--- config.mk ---
export PLATFORM = sky130hd
export DESIGN_NAME = universal_shift_register
export DESIGN_NICKNAME = d
export VERILOG_FILES = /design/src/rtl/universal_shift_register.sv
export SDC_FILE = /design/constraint.sdc
export NUM_CORES = 1
export LEC_CHECK = 0
export ABC_CLOCK_PERIOD_IN_PS = 5100
export CAP_MARGIN = 10
export CELL_PAD_IN_SITES_DETAIL_PLACEMENT = 1
export CELL_PAD_IN_SITES_GLOBAL_PLACEMENT = 2
export CORE_UTILIZATION = 28
export CTS_CLUSTER_SIZE = 25
export DETAILED_ROUTE_END_ITERATION = 8
export PLACE_DENSITY_LB_ADDON = 0.08
export SLEW_MARGIN = 25
export SYNTH_ARGS = -nofsm -noshare
export SYNTH_HDL_FRONTEND = slang
export SYNTH_SLANG_ARGS = --single-unit
--- constraint.sdc ---
create_clock -name clk -period 5.1 [get_ports clk]
set_clock_uncertainty 0.2 [all_clocks]
set_input_delay 1.02 -clock clk [delete_from_list [all_inputs] [get_ports clk]]
set_output_delay 1.02 -clock clk [all_outputs]
set_load 0.1 [all_outputs]
--- src/rtl/universal_shift_register.sv ---
// Universal shift register: hold, parallel load, shift, rotate and up/down count,
// with a one-cycle carry pulse and a combinational zero flag.
module universal_shift_register #(
  parameter int WIDTH = 8
) (
  input  logic             clk,
  input  logic             rst,
  input  logic             en,
  input  logic [2:0]       mode,
  input  logic [WIDTH-1:0] D,
  input  logic             sin_r,
  input  logic             sin_l,
  output logic [WIDTH-1:0] Q,
  output logic             carry,
  output logic             zero
);

  generate
    if (WIDTH < 2 || WIDTH > 32) begin : g_bad_width
      $error("universal_shift_register: WIDTH must be in 2..32");
    end
  endgenerate

  localparam logic [2:0] MODE_HOLD = 3'b000;
  localparam logic [2:0] MODE_LOAD = 3'b001;
  localparam logic [2:0] MODE_SHL  = 3'b010;
  localparam logic [2:0] MODE_SHR  = 3'b011;
  localparam logic [2:0] MODE_ROL  = 3'b100;
  localparam logic [2:0] MODE_ROR  = 3'b101;
  localparam logic [2:0] MODE_UP   = 3'b110;
  localparam logic [2:0] MODE_DOWN = 3'b111;

  logic [WIDTH-1:0] q_next;
  logic             carry_next;

  always_comb begin
    q_next     = Q;
    carry_next = 1'b0;
    case (mode)
      MODE_HOLD: q_next = Q;
      MODE_LOAD: q_next = D;
      MODE_SHL: begin
        q_next     = {Q[WIDTH-2:0], sin_r};
        carry_next = Q[WIDTH-1];
      end
      MODE_SHR: begin
        q_next     = {sin_l, Q[WIDTH-1:1]};
        carry_next = Q[0];
      end
      MODE_ROL: begin
        q_next     = {Q[WIDTH-2:0], Q[WIDTH-1]};
        carry_next = Q[WIDTH-1];
      end
      MODE_ROR: begin
        q_next     = {Q[0], Q[WIDTH-1:1]};
        carry_next = Q[0];
      end
      MODE_UP: begin
        q_next     = Q + WIDTH'(1);
        carry_next = (Q == '1);
      end
      MODE_DOWN: begin
        q_next     = Q - WIDTH'(1);
        carry_next = (Q == '0);
      end
      default: begin
        q_next     = Q;
        carry_next = 1'b0;
      end
    endcase
  end

  // Register stage: reset wins over any operation; carry is a pulse, cleared when idle.
  always_ff @(posedge clk) begin
    if (rst) begin
      Q     <= '0;
      carry <= 1'b0;
    end else if (en) begin
      Q     <= q_next;
      carry <= carry_next;
    end else begin
      carry <= 1'b0;
    end
  end

  assign zero = (Q == '0);

endmodule

## Yosys cells after proc, flatten, opt, wreduce, memory -nomap -nowiden

Index checks and enable logic that the tools add are counted.

| operators by class | value |
|---|---|
| $add $sub $neg | 2 |
| equality and inequality tests | 8 |
| mux-type cells | 2 |
| bitwise logic cells | 2 |
| reduce and logical (&&, ||, !) cells | 6 |

Operators with widths:

| kind | count |
|---|---|
| $pmux 8 s7 | 1 |
| $eq 3x3->1 const B | 4 |
| $add 8x1->8 const B | 1 |
| $eq 8x8->1 const B | 1 |
| $logic_not 8->1 | 1 |
| $sub 8x1->8 const B | 1 |
| $eq 3x2->1 const B | 2 |
| $reduce_or 2->1 | 3 |
| $pmux 1 s4 | 1 |
| $eq 3x1->1 const B | 1 |
| $logic_not 3->1 | 1 |
| $not 1->1 | 2 |
| $reduce_and 2->1 | 1 |

| word-level totals | value |
|---|---|
| bits in registers | 9 |
| input port bits | 16 |
| output and inout bits | 10 |
| word-level logic and storage cells | 22 |

## Depth between registers and ports, before layout

| depth | value |
|---|---|
| depth in word-level cells | 3 |
| mapped depth | 7 |
| mapped depth without buffers | 7 |

## Worst setup path after synthesis

Ideal clock, no wire load.

| timing | value |
|---|---|
| kind | reg-to-output |
| start | register Q[1] |
| end | output zero |
| arrival time | 2.313 ns |
| data required time | 3.880 ns |
| slack | 1.567 ns |
| stages on the path, launching flop included | 4 |
| buffers on the path | 1 |
| path through | dfxtp_1 > buf_6 > or4_4 > nor3_4 |

| between the ends | value |
|---|---|
| cells in the longest elaborated chain, start to end | 1 |

Ends and longest elaborated chain:

| what | line | text |
|---|---|---|
| from (decl) | 13 | `output logic [WIDTH-1:0] Q,` |
| from (signal assigned) | 79 | `Q <= q_next;` |
| $logic_not 8->1 | 86 | `assign zero = (Q == '0);` |
| to (decl) | 15 | `output logic zero` |

No other way between the ends.

## Worst setup path after layout

Ends and elaborated chain as after synthesis.

==> parameters.txt <==
Parameter                              Value

Worst setup path
  Worst setup SP type    register
  Highest-delay cell along the critical path    sky130_fd_sc_hd__clkdlybuf4s50_1
  Reg2Reg Capture Point    Q[6]$_SDFFE_PP0P_
  Critical path endpoint category    output pin
  Count of buffer and inverter cells on the critical path    1
  List of cells traversed by the critical path    or4_4, nor3_4, clkdlybuf4s50_1
  Top fanout value on the critical path    11
  Delay of the slowest cell on the worst path    1.16 ns
  Reg-to-reg critical path startpoint    Q[1]$_SDFFE_PP0P_
  Cell class contributing the biggest share of worst-path delay    buffers and inverters
  Path depth of the worst reg2reg path    6
  Critical setup path kind    reg2out
  Arrival time reported for the critical path endpoint    2.73 ns
  Slack of the worst reg-to-reg path    2.75 ns
  Data required time at the worst endpoint    3.88 ns

Power
  Power density of the placed cells    234.7 mW/mm^2
  Leak Pwr    0.4334 nW
  Worst-case vdd ir drop    0.08008 mV
  Overall power of the completed layout    just under 300 uW

Logic synthesis
  Synth warnings    0
  Commonest cells post-synth    sky130_fd_sc_hd__nand2_1, sky130_fd_sc_hd__dfxtp_1, sky130_fd_sc_hd__nand2b_1
  Dominant cell by count in the synthesized netlist    sky130_fd_sc_hd__nand2_1
  Cell area after synthesis    988.4 sq um
  Number of synthesized flops with an enable pin    0
  Post-Syn Instances    134
  Number of distinct standard cells referenced by the synthesized netlist    47
  FF+latch count, synth    9
  Most common flop cell mapped by yosys    sky130_fd_sc_hd__dfxtp_1
  Area share of the largest cell type after synthesis    0.1823
  Net Count, Synth    around 150
  Most area-hungry cell type in the Yosys netlist    sky130_fd_sc_hd__dfxtp_1
  Async S/R FF share, synth    0
  Synthesized area per cell    about 7.4 sq um
  Part of the Yosys area used for sequential elements    0.1823
  Ranking of synthesized cells by area    sky130_fd_sc_hd__dfxtp_1, sky130_fd_sc_hd__a221oi_1, sky130_fd_sc_hd__nand2b_1, sky130_fd_sc_hd__mux2i_1, sky130_fd_sc_hd__nand3_1

Die
  Std-Cell Core Area    0.003363 sq mm
  Die outline height    about 61 microns
  Chip width    61.42 microns
  Effective utilization at floorplan    0.2939
  Die Footprint    0.003772 sq mm
  IO Count    26
  Number of core rows    21

Routing
  Per-cell routed wire length    18.15 microns
  Post-detailed-route DRC marker count    0
  Remaining antenna violation count    0
  Vias    1147
  Mean number of vias per cell    5.764
  Number of DRC markers in iteration 0    35
  Detailed-router iteration count before antenna repair    5
  Routed wire length    3.611 mm

Clock tree
  Clk sink count    9
  Post-CTS Hold Buffers    0
  Clock slew at the register clock pins of the worst setup and hold paths    ~0.08 ns
  CTS H-tree depth    1
  Skew-Pair Late Insertion Delay    0.28 ns
  Clock buffer count from CTS    3
  Setup Buffers After CTS    0
  Clock tree from TritonCTS    built
  # resized after CTS    0
  Root Buffer Master    sky130_fd_sc_hd__clkbuf_4
  Max Root-Sink Buffers    2

Timing
  Setup-failing EPs final    0
  Post-Route Setup TNS    0 ns
  Final period demand of the worst path    3.953 ns
  RSZ-0062 raised after global routing    false
  Final hold vios    0
  Max-slew headroom at the worst pin    0.3475
  Number of pins with negative max-slew slack in the final report    0
  Fmax    0.2529 GHz
  Portion of the clock cycle consumed by the worst path in the final layout    0.7752
  Least-Margin Pin Slew    between 0.9 and 1 ns
  Final WS setup    between 1 and 1.5 ns

Layout
  Number of filler cells placed in the layout    452
  Number of non-filler instances in the completed layout    between 150 and 200
  Synth-to-Final Area Change    28.35%
  Inserted Diodes    0
  Final cell utilization of the core    0.3772
  Total Nets Final    171
  Share of layout cells above drive strength 1    0.06536

Place
  Instance count after placement with tap cells included    195
  Total of buffers placed on input and output ports    25
  Post-place setup slack    1.280 ns
  Routability-driven placement congestion ratio    0.7904
  Post-DP HPWL    between 2 and 3 mm

Global routing
  Residual overflow from global routing    0
  Wire length of the first global-routing pass    5.920 mm
  Overall global routing resource usage    0.2169
  Pin count of the biggest net entering global routing    34
  Via count of the first global-routing pass    1165
  Initial antenna violation count    0

Hold path
  Min-Delay Path Depth    2
  Startpoint of the worst hold path    Q[3]$_SDFFE_PP0P_
  Destination of the worst hold path    Q[3]$_SDFFE_PP0P_
  Min-Delay Path Class    reg2reg

Run status
  Run status    finished, final reports clean

Run
  Max Cap Violations    0
## worst max-delay path by stage
stage                      start           endpoint  cells after the start
6_report       Q[1]$_SDFFE_PP0P_               zero                      3
5_1_grt        Q[1]$_SDFFE_PP0P_               zero                      3
4_1_cts        Q[1]$_SDFFE_PP0P_               zero                      3
3_3_place_gp             mode[2]  Q[6]$_SDFFE_PP0P_                      8
2_1_floorplan  Q[1]$_SDFFE_PP0P_               zero                      3
3_5_place_dp             mode[2]  Q[6]$_SDFFE_PP0P_                      8
## through the flow
step / area [sq um] / hold WS [ns]
2_1_floorplan: 988.4 / 0.7769
3_3_place_gp: 1242 / 0.4154
3_5_place_dp: 1242 / 0.4171
4_1_cts: 1269 / 0.4355
5_1_grt: 1269 / 0.4801
6_report: 1269 / 0.4300
## logic make-up after synthesis
kind of cell	after synthesis	synth area share
flip-flops	9	0.1823
multiplexers	4	0.04051
buffers and inverters	19	0.09241
XOR/XNOR	1	0.008862
adder cells (fa/ha/maj)	1	0.01266
AO/OA/AOI/OAI	42	0.3228
AND/OR/NAND/NOR	58	0.3405
## worst reg2reg max path, stage by stage (launching register included)
cell and delay [ns]:
sky130_fd_sc_hd__dfxtp_1 0.58, sky130_fd_sc_hd__xnor2_1 0.18, sky130_fd_sc_hd__ha_1 0.23, sky130_fd_sc_hd__nand3_1 0.10
sky130_fd_sc_hd__or4_1 0.44, sky130_fd_sc_hd__or3_1 0.32, sky130_fd_sc_hd__a41oi_1 0.22
## registers in the layout (all words and copies together) (netlist names)
register and count:
carry 1, Q 8
## layout by cell type, fill, tap and decap left out, types with 3 or more instances in the layout
master,n
sky130_fd_sc_hd__nor2b_1,4
sky130_fd_sc_hd__dfxtp_1,9
sky130_fd_sc_hd__o21ai_0,8
sky130_fd_sc_hd__nand3_1,8
sky130_fd_sc_hd__mux2i_1,4
sky130_fd_sc_hd__o21a_1,3
sky130_fd_sc_hd__nand2b_1,9
sky130_fd_sc_hd__a221oi_1,7
sky130_fd_sc_hd__inv_1,8
sky130_fd_sc_hd__nor2_1,7
sky130_fd_sc_hd__clkbuf_4,3
sky130_fd_sc_hd__nand2_1,10
sky130_fd_sc_hd__o221ai_1,3
sky130_fd_sc_hd__o32ai_1,3
sky130_fd_sc_hd__clkdlybuf4s50_1,25
## report_power, final
part,switching (mW),internal [mW]
combinational,0.0954,0.0483
sequential,0.0142,0.0754
clock,0.0340,0.0303
## cell type report
class / instances / area, sq um / share of cell area
Inverter: 8 / 30.03 / 0.02367
Timing Repair Buffer: 26 / 257.7 / 0.2032
Sequential cell: 9 / 180.2 / 0.1420
Multi-Input combinational cell: 106 / 716.9 / 0.5651
Clock buffer: 4 / 26.28 / 0.02071
Tap cell: 46 / 57.56 / 0.04536
## per-layer routing
metal / track usage / routed length, microns / up-vias / share of wire
met5: 0 / 0 / - / 0
met1: 0.2958 / 1687 / 563 / 0.47
met4: 0.04127 / 11 / 0 / 0.0030
li1: - / - / 555 / -
met2: 0.3602 / 1747 / 27 / 0.48
met3: 0.03992 / 164 / 2 / 0.045
Note: power is estimated with default switching activity, not from simulation.
